--- config.mk ---
export PLATFORM = sky130hd
export DESIGN_NAME = traffic_phase_controller
export DESIGN_NICKNAME = d
export VERILOG_FILES = /design/src/rtl/traffic_pkg.sv /design/src/rtl/traffic_phase_select.sv /design/src/rtl/traffic_phase_controller.sv
export SDC_FILE = /design/constraint.sdc
export NUM_CORES = 1
export LEC_CHECK = 0
export ABC_AREA = 0
export ABC_CLOCK_PERIOD_IN_PS = 4700
export BUFFER_PORTS_ARGS = -buffer_cell sky130_fd_sc_hd__buf_2
export CAP_MARGIN = 20
export CELL_PAD_IN_SITES_DETAIL_PLACEMENT = 0
export CELL_PAD_IN_SITES_GLOBAL_PLACEMENT = 1
export CORE_MARGIN = 2
export CORE_UTILIZATION = 31
export CTS_BUF_LIST = sky130_fd_sc_hd__clkbuf_4 sky130_fd_sc_hd__clkbuf_8
export CTS_CLUSTER_DIAMETER = 200
export DETAILED_ROUTE_END_ITERATION = 16
export HOLD_SLACK_MARGIN = 0.05
export PLACE_DENSITY = 0.68
export REMOVE_ABC_BUFFERS = 1
export SLEW_MARGIN = 5
export SYNTH_ARGS = -nofsm -noshare
export SYNTH_HDL_FRONTEND = slang
export SYNTH_SLANG_ARGS = --single-unit
--- constraint.sdc ---
create_clock -name clk -period 4.7 [get_ports clk]
set_clock_uncertainty 0.05 [all_clocks]
set_input_delay 0.47 -clock clk [delete_from_list [all_inputs] [get_ports clk]]
set_output_delay 0.47 -clock clk [all_outputs]
set_load 0.01 [all_outputs]
--- src/rtl/traffic_pkg.sv ---
// traffic_pkg: controller state encoding, lamp codes and the per-phase lamp decode.
package traffic_pkg;
   typedef enum logic [1:0] {GREEN, YELLOW, ALL_RED, EMERG_HOLD} state_t;
   localparam logic [2:0] LAMP_RED = 3'b100;
   localparam logic [2:0] LAMP_YEL = 3'b010;
   localparam logic [2:0] LAMP_GRN = 3'b001;
   function automatic logic [2:0] lamp_slice(input state_t s, input logic is_active);
      return (!is_active || s == ALL_RED) ? LAMP_RED : (s == YELLOW) ? LAMP_YEL : LAMP_GRN;
   endfunction
endpackage

--- src/rtl/traffic_phase_select.sv ---
// traffic_phase_select: lowest-index emergency pick and round-robin demand search for the next green.
module traffic_phase_select #(
   parameter int NUM_PHASES = 4,
   localparam int PH_W = $clog2(NUM_PHASES)
) (
   input  logic [PH_W-1:0]       active_phase,
   input  logic [NUM_PHASES-1:0] demand,
   input  logic [NUM_PHASES-1:0] emergency,
   output logic                  emerg_any,
   output logic [PH_W-1:0]       emerg_idx,
   output logic [PH_W-1:0]       next_phase
);
   logic [PH_W-1:0] w_rr;
   always_comb begin
      emerg_idx = '0;
      for (int i = NUM_PHASES - 1; i >= 0; i--)
         if (emergency[i]) emerg_idx = PH_W'(i);
      w_rr = PH_W'((int'(active_phase) + 1) % NUM_PHASES);
      // scanning downward leaves the nearest requester after active_phase
      for (int k = NUM_PHASES - 1; k >= 1; k--)
         if (demand[(int'(active_phase) + k) % NUM_PHASES])
            w_rr = PH_W'((int'(active_phase) + k) % NUM_PHASES);
   end
   assign emerg_any  = |emergency;
   assign next_phase = emerg_any ? emerg_idx : w_rr;
endmodule

--- src/rtl/traffic_phase_controller.sv ---
// traffic_phase_controller: N-phase signal controller with tick timebase, demand skipping and preemption.
// Define TRAFFIC_PED_WALK_EN to add ped_req/walk pedestrian service.
module traffic_phase_controller import traffic_pkg::*; #(
   parameter int NUM_PHASES = 4,
   parameter int TIMER_W = 8,
   localparam int PH_W = $clog2(NUM_PHASES)
) (
   input  logic                    clk,
   input  logic                    reset_n,
   input  logic                    tick,
   input  logic [TIMER_W-1:0]      green_time,
   input  logic [TIMER_W-1:0]      yellow_time,
   input  logic [TIMER_W-1:0]      allred_time,
   input  logic [NUM_PHASES-1:0]   demand,
   input  logic [NUM_PHASES-1:0]   emergency,
`ifdef TRAFFIC_PED_WALK_EN
   input  logic [NUM_PHASES-1:0]   ped_req,
   output logic [NUM_PHASES-1:0]   walk,
`endif
   output logic [3*NUM_PHASES-1:0] lights,
   output logic [PH_W-1:0]         active_phase,
   output logic                    emergency_active,
   output logic                    phase_start
);
   state_t r_state;
   logic [PH_W-1:0] r_phase;
   logic [TIMER_W-1:0] r_timer, r_dur;
   logic r_init, r_phase_start;
   logic w_emerg_any, w_exp, w_other;
   logic [PH_W-1:0] w_emerg_idx, w_next;
   logic [NUM_PHASES-1:0] w_dem;
   logic [TIMER_W-1:0] w_dur, w_tmr, w_gmin;

   function automatic logic [TIMER_W-1:0] min1(input logic [TIMER_W-1:0] v);
      return (v == '0) ? TIMER_W'(1) : v;
   endfunction

   traffic_phase_select #(.NUM_PHASES(NUM_PHASES)) u_sel (
      .active_phase(r_phase),
      .demand(w_dem),
      .emergency(emergency),
      .emerg_any(w_emerg_any),
      .emerg_idx(w_emerg_idx),
      .next_phase(w_next)
   );

   // the green duration cannot be a reset constant, so the first interval reads it live once
   assign w_gmin = min1(green_time);
   assign w_dur  = r_init ? w_gmin : r_dur;
   assign w_exp  = r_timer == w_dur;
   assign w_tmr  = (tick && !w_exp) ? r_timer + 1'b1 : r_timer;
   assign w_other = |(w_dem & ~(NUM_PHASES'(1) << r_phase));

   always_ff @(posedge clk or negedge reset_n) begin
      if (!reset_n) begin
         r_state       <= GREEN;
         r_phase       <= '0;
         r_timer       <= '0;
         r_dur         <= '0;
         r_init        <= 1'b1;
         r_phase_start <= 1'b0;
      end else begin
         r_init        <= 1'b0;
         r_phase_start <= 1'b0;
         r_timer       <= w_tmr;
         if (r_init) r_dur <= w_dur;
         case (r_state)
            GREEN:
               if (w_emerg_any && w_emerg_idx == r_phase) r_state <= EMERG_HOLD;
               else if (w_emerg_any || (w_exp && w_other)) begin
                  r_state <= YELLOW;
                  r_timer <= '0;
                  r_dur   <= min1(yellow_time);
               end
            YELLOW:
               if (w_exp) begin
                  r_state <= ALL_RED;
                  r_timer <= '0;
                  r_dur   <= min1(allred_time);
               end
            ALL_RED:
               if (w_exp) begin
                  r_state       <= GREEN;
                  r_phase       <= w_next;
                  r_timer       <= '0;
                  r_dur         <= w_gmin;
                  r_phase_start <= 1'b1;
               end
            EMERG_HOLD:
               if (!w_emerg_any) begin
                  r_state <= GREEN;
                  r_timer <= '0;
                  r_dur   <= w_gmin;
               end else if (w_emerg_idx != r_phase) begin
                  r_state <= YELLOW;
                  r_timer <= '0;
                  r_dur   <= min1(yellow_time);
               end
            default: r_state <= GREEN;
         endcase
      end
   end

   for (genvar g = 0; g < NUM_PHASES; g++) begin : g_lamp
      assign lights[3*g +: 3] = lamp_slice(r_state, r_phase == PH_W'(g));
   end
   assign active_phase     = r_phase;
   assign emergency_active = r_state == EMERG_HOLD;
   assign phase_start      = r_phase_start;

`ifdef TRAFFIC_PED_WALK_EN
   logic [NUM_PHASES-1:0] r_ped, r_walk, w_ped, w_start;
   logic [7:0] r_walk_cnt, r_walk_lim, w_walk_lim;
   logic w_enter_green;
   logic [PH_W-1:0] w_green_ph;
   assign w_ped = r_ped | ped_req;
   assign w_dem = demand | r_ped;
   assign w_enter_green = (r_state == ALL_RED && w_exp) || (r_state == EMERG_HOLD && !w_emerg_any);
   assign w_green_ph = (r_state == ALL_RED) ? w_next : r_phase;
   assign w_start = w_enter_green ? (NUM_PHASES'(1) << w_green_ph) & w_ped : '0;
   assign w_walk_lim = (32'(w_gmin) > 32'd255) ? 8'd255 : 8'(w_gmin);
   assign walk = r_walk & {NUM_PHASES{r_state == GREEN}};
   always_ff @(posedge clk or negedge reset_n) begin
      if (!reset_n) begin
         r_ped      <= '0;
         r_walk     <= '0;
         r_walk_cnt <= '0;
         r_walk_lim <= '0;
      end else begin
         r_ped <= w_ped & ~w_start;
         if (|w_start) begin
            r_walk     <= w_start;
            r_walk_cnt <= '0;
            r_walk_lim <= w_walk_lim;
         end else if (r_state != GREEN || r_walk_cnt == r_walk_lim) r_walk <= '0;
         else if (tick) r_walk_cnt <= r_walk_cnt + 1'b1;
      end
   end
`else
   assign w_dem = demand;
`endif
endmodule

==> run metrics, run 1 <==
R2R Path End r_dur[0]$_DFF_PN0_; vias in the first global route approximately 2,200; Fin. Hold Viols 0; Core Rows 31; DR iter-0 viols 157; Synth top area share about 23%; cell taking the most area after synthesis dfrtp_1; area of the multi-input gates around 1600 um^2; R2R depth 7; core area just over 7000 um^2; Worst Path Arrival roughly 3.2 ns; ys async rst share 100%; Final period util about 66%; CP Capture Type register; fin area between 2000 and 3000 um^2; leak pwr ~1.2 nW; Placed Instance Area 2580 um^2; IO buf count 50; Nets roughly 360; DIE HEIGHT 90.0 um; first-pass GRT wire length roughly 11 mm; Primary FF master, synth dfrtp_1; Num Clock Sinks 22; Sequential Area 552 um^2; Bufs on Longest Clock Path 2; # fillers 784; Crit Path Max Fanout 9; required time of the worst setup path about 4.9 ns; Reg clk slew, reported paths roughly 0.080 ns; post-synthesis mux area share approximately a tenth; placed cell count 406; Hold/Removal Path Class primary input to async pin; YS warnings 0; total track usage around 16%; Routed WL per cell 16.3 um; post-route insts no fill 410; post-CTS sizing 0; Synth Area in Simple Gates 24.0%; post-route ant nets 0; initial antenna violation count 0; XOR/XNOR Fraction of Synth Area 4.21%; R2R setup slack 1.62 ns; RSZ-0062 raised after global routing no; Max Cap Viol 0; postcts setup bufs 0; DRT Pass-1 Iters 4; Post-synth top cells dfrtp_1, inv_1, mux2i_1, nand2_1, a21oi_1; sequential-to-total area share from yosys stat 24.1%; most frequent cell after synthesis dfrtp_1; Worst VDD drop 0.190 mV; f_max 325 MHz; hold_buf cts 0; Post-synth EDFFs 0; setup_tns 0 ns; Ports 51; cell count after synthesis roughly 270; Compound-Gate Fraction of Synth Area around a quarter; Synth Area in Adders under 10%; DIE AREA a little over 8000 um^2; RR Startpoint r_init$_DFF_PN1_; routability congestion estimate 0.776; Worst-Margin Slew 0.956 ns; Skew-Pair Late Insertion Delay roughly 0.27 ns; DPL Wire Length approximately 5.0 mm; total gr overflow 0; DRC viols 0; antenna cells 0; root buffer cell clkbuf_8; CTS tree done; total number of vias roughly 2,200; WL final 6.69 mm; Starting Density between 30% and 40%; TritonCTS buffer count 3; H-tree Lvls 1; top cells by area, synth dfrtp_1, mux2i_1, ha_1; Via density around 5.5; final setup fails 0; post-synth cell types 56; pin count of the biggest net entering global routing 24; Layout Area Growth over Synthesis 14.7%; max-slew violation count 0; Pwr Density slightly below 500 nW/um^2; Min Hold Slack between 0.1 and 0.15 ns; Die X between 80 and 90 um; Syn Std Cell Area 2290 um^2; Rel. slew slack between 30 and 40%; Yosys reg bits 22; crit path time final 3.08 ns; Setup crit start kind register; main combinational cell family by area after synthesis compound AO/OA/AOI/OAI gates; syn avg cell area ~8.4 um^2; status finished, final reports clean; crit path kind register to register; share of cells above drive strength 1 around 22%
## logic make-up after synthesis
logic type | count (synthesis)
flops | 22
buf+inv | 35
other cells | 1
fa+ha+maj | 10
mux | 21
simple gates | 95
compound gates | 79
xor+xnor | 11
## state kept, by name, indices dropped and copies added, names as in the netlist
register,count
r_dur,8
r_timer,8
active_phase,2
r_state,2
phase_start,1
r_init,1
## per-layer routing
| metal | global-route usage [%] | vias up | share of wire (%) |
|---|---|---|---|
| li1 | - | 1086 | - |
| met1 | 24.1 | 1056 | 47 |
| met2 | 25.2 | 90 | 45 |
| met3 | 2.10 | 5 | 6.7 |
| met4 | 4.10 | 0 | 0.72 |
| met5 | 0 | - | 0 |
## report_power, final
part	leakage, nW	switching [W]	internal, W
registers	0.280	0.0000613	0.000249
logic	0.863	0.000476	0.000375
clock network	0.0262	0.0000662	0.0000664
## per-stage QoR
| stage | setup slack (ns) | utilization [%] | power (W) |
|---|---|---|---|
| 2_1_floorplan | 1.98 | - | 0.000933 |
| 3_3_place_gp | 1.65 | 35.8 | 0.00115 |
| 3_5_place_dp | 1.60 | 35.8 | 0.00116 |
| 4_1_cts | 1.58 | 36.4 | 0.00129 |
| 5_1_grt | 1.41 | 36.4 | 0.00140 |
| 6_report | 1.62 | 36.4 | 0.00129 |
## critical path, stage by stage (launching register included)
cell and delay [ns]:
dfstp_2 0.69, mux2_4 0.35, xor2_1 0.17, nor4_4 0.36, and3_1 0.40, a21o_1 0.48, mux2_1 0.37, a21oi_1 0.14
## final cells by class
cell class	count	area share [%]
clock buffers	4	1.86
inverters	17	2.43
multi-input cells	217	60.2
flip-flops and latches	22	21.0
well taps	99	4.71
repair buffers	51	9.80
## layout by cell type, fill, tap and decap left out, types with 5 or more instances in the layout
cell type / count
nor4b_1: 6
buf_2: 50
a221oi_1: 10
and2_1: 11
nand3_1: 11
and3_1: 7
xnor2_1: 8
o21a_1: 13
a21oi_1: 14
o21ai_0: 7
ha_1: 10
nor2_1: 12
nand2b_1: 7
mux2i_1: 17
a221oi_2: 5
dfrtp_1: 21
inv_1: 17
nand2_1: 17
nor3_1: 6
## worst max path at each step
stage	from	to	slack, ns	cells after the start
6_report	r_init$_DFF_PN1_	r_dur[0]$_DFF_PN0_	1.62	7
5_1_grt	r_init$_DFF_PN1_	r_dur[0]$_DFF_PN0_	1.41	7
4_1_cts	r_init$_DFF_PN1_	r_dur[0]$_DFF_PN0_	1.58	7
3_5_place_dp	r_init$_DFF_PN1_	r_dur[0]$_DFF_PN0_	1.60	7
3_3_place_gp	r_init$_DFF_PN1_	r_dur[0]$_DFF_PN0_	1.65	7
2_1_floorplan	r_init$_DFF_PN1_	r_dur[0]$_DFF_PN0_	1.98	7
Note: power is estimated with default switching activity, not from simulation.
==> run 2, diff against run 1 <==
--- a/config.mk
+++ b/config.mk
@@ -6,7 +6,7 @@
 export NUM_CORES = 1
 export LEC_CHECK = 0
 export ABC_AREA = 0
-export ABC_CLOCK_PERIOD_IN_PS = 4700
+export ABC_CLOCK_PERIOD_IN_PS = 3200
 export BUFFER_PORTS_ARGS = -buffer_cell sky130_fd_sc_hd__buf_2
 export CAP_MARGIN = 20
 export CELL_PAD_IN_SITES_DETAIL_PLACEMENT = 0
==> constraint.sdc (replaced) <==
create_clock -name clk -period 3.2 [get_ports clk]
set_clock_uncertainty 0.05 [all_clocks]
set_input_delay 0.32 -clock clk [delete_from_list [all_inputs] [get_ports clk]]
set_output_delay 0.32 -clock clk [all_outputs]
set_load 0.01 [all_outputs]
==> run 2 against run 1 <==
Effect of this change:
- final area increased by 3.5%
- die area unchanged
- register-to-register slack got worse by 1.3 ns
- wire length increased by 1.8%
- first-iteration DRC count increased by 87%
- combinational power increased by 53%
- count of clock-buffer cells in the layout unchanged
- largest cell class unchanged
==> run metrics, run 2 (same netlist as run 1, synthesis figures left out) <==
vias in the first global route 2,164 (was 2,163); routability congestion estimate 0.834 (was 0.776); most common cell after layout, fill and taps aside buf_2 (unchanged); Final Worst Setup Slack 0.283 ns (was 1.62 ns); total track usage 16.6% (was 16.3%); core area 7210 um^2 (unchanged); antenna cells 0 (unchanged); DR iter-0 viols 294 (was 157); Final period util 91.1% (was 65.5%); crit path cell chain mux2_4 > xor2_1 > nor4_4 > nand3_2 > buf_4 > o21a_1 > nor4b_1 > a221oi_2 (was mux2_4 > xor2_1 > nor4_4 > and3_1 > a21o_1 > mux2_1 > a21oi_1); Fin. Hold Viols 0 (unchanged); first-pass GRT wire length 11.1 mm (was 10.9 mm); pin count of the biggest net entering global routing 23 (was 24); Bufs on Longest Clock Path 2 (unchanged); Layout Area Growth over Synthesis 18.7% (was 14.7%); DPL Wire Length 5.31 mm (was 5.03 mm); Nets 368 (was 357); Skew-Pair Late Insertion Delay 0.27 ns (about the same); post-route ant nets 0 (unchanged); most frequent cells in the layout buf_2, dfrtp_1, inv_1, mux2i_1, nand2_1 (unchanged); total number of vias 2,290 (was 2,237); Starting Density 31.8% (unchanged); Ports 51 (unchanged); total gr overflow 0 (unchanged); Crit Path Max Fanout 11 (was 9); sequential share of power 22.9% (was 24.0%); leak pwr 1.22 nW (was 1.17 nW); crit path kind register to register (unchanged); Reg clk slew, reported paths 0.09 ns (was 0.08 ns); initial antenna violation count 0 (unchanged); max-slew violation count 0 (unchanged); TritonCTS buffer count 3 (unchanged); status finished, final reports clean (unchanged); DRT Pass-1 Iters 4 (unchanged); final setup fails 0 (unchanged); dpl ws 0.312 ns (was 1.60 ns); CP Capture Type register (unchanged); Setup crit start kind register (unchanged); Slowest-stage cell, CP dfstp_2 (unchanged); IO buf count 50 (unchanged); Via density 5.44 (was 5.46); DIE HEIGHT 90.0 um (unchanged); Comb pwr share 66.4% (was 65.8%); Int Pwr 0.00106 W (was 0.000691 W); biggest regs r_dur: 8 flops, r_timer: 8 flops (unchanged); Clk pwr share 10.7% (was 10.2%); Worst VDD drop 0.226 mV (was 0.190 mV); crit path time final 2.92 ns (was 3.08 ns); slowest stage delay, CP 0.71 ns (was 0.69 ns); CTS tree done (unchanged); Rel. slew slack 45.3% (was 36.3%); final core occ 37.7% (was 36.4%); Max Cap Viol 0 (unchanged); switch share 45.8% (was 46.6%); setup_tns 0 ns (unchanged); root buffer cell clkbuf_8 (unchanged); post-CTS sizing 0 (unchanged); WL final 6.81 mm (was 6.69 mm); Hold/Removal Path Class primary input to register (was primary input to async pin); Psw 0.000894 W (was 0.000604 W); Num Clock Sinks 22 (unchanged); Die X 90.0 um (unchanged); share of cells above drive strength 1 24.5% (was 22.2%); H-tree Lvls 1 (unchanged); f_max 343 MHz (was 325 MHz); Worst-Margin Slew 0.820 ns (was 0.956 ns); Pwr Density 718 nW/um^2 (was 492 nW/um^2); RSZ-0062 raised after global routing no (unchanged); DRC viols 0 (unchanged); Core Rows 31 (unchanged); Worst Path Arrival 2.99 ns (was 3.23 ns); required time of the worst setup path 3.27 ns (was 4.85 ns); DIE AREA 8090 um^2 (unchanged); total power 0.00195 W (was 0.00129 W); Routed WL per cell 16.2 um (was 16.3 um)
[run 2: critical path: cells and delay by family, from the launching register on]
family,cells,cell delay [ns]
AO/OA/AOI/OAI,2,0.22
multiplexers,1,0.36
XOR/XNOR,1,0.17
buffers and inverters,1,0.24
flip-flops,1,0.71
AND/OR/NAND/NOR,3,1.03
[run 2: metal layers]
| layer | track usage [%] | wire length (um) | share of wire [%] | vias up |
|---|---|---|---|---|
| li1 | - | - | - | 1110 |
| met5 | 0 | 0 | 0 | - |
| met2 | 25.1 | 3040 | 45 | 91 |
| met1 | 24.3 | 3200 | 47 | 1085 |
| met4 | 3.59 | 39 | 0.57 | 0 |
| met3 | 3.60 | 536 | 7.9 | 4 |
[run 2: worst paths after layout]
kind	slack, ns	end	depth (start not counted)	from
hold / removal	0.29	r_timer[1]$_DFF_PN0_	3	tick
hold reg to reg	0.54	r_timer[7]$_DFF_PN0_	2	r_timer[7]$_DFF_PN0_
setup / recovery	0.28	r_dur[6]$_DFF_PN0_	8	r_init$_DFF_PN1_
max in group asynchronous	2.22	r_init$_DFF_PN1_	2	reset_n
setup reg to reg	0.28	r_dur[6]$_DFF_PN0_	8	r_init$_DFF_PN1_
min in group asynchronous	0.51	r_dur[2]$_DFF_PN0_	2	reset_n
[run 2: repair_timing]
| item | in CTS | in global routing |
|---|---|---|
| hold buffers | 1 | 0 |
| setup buffers | 0 | 0 |
| endpoints found under the hold margin | 21 | 0 |
[run 2: area by class of cell]
type | instances | area (um^2)
flip-flops and latches | 22 | 552
multi-input cells | 217 | 1580
well taps | 99 | 124
fillers | 787 | 4490
inverters | 17 | 63.8
repair buffers | 62 | 343
clock buffers | 4 | 55.1
[run 2: stage by stage]
step	instances	hold slack, ns	area (um^2)
2_1_floorplan	256	-0.0256	2200
3_3_place_gp	416	0.283	2660
3_5_place_dp	416	0.289	2660
4_1_cts	421	0.287	2720
5_1_grt	421	0.296	2720
6_report	421	0.295	2720
[run 2: power groups by stage]
stage / clock, W / combinational [W] / sequential (W)
2_1_floorplan: 0 / 0.000934 / 0.000436
3_3_place_gp: 0 / 0.00129 / 0.000455
3_5_place_dp: 0 / 0.00130 / 0.000451
4_1_cts: 0.000218 / 0.00130 / 0.000448
5_1_grt: 0.000229 / 0.00143 / 0.000462
6_report: 0.000209 / 0.00130 / 0.000448
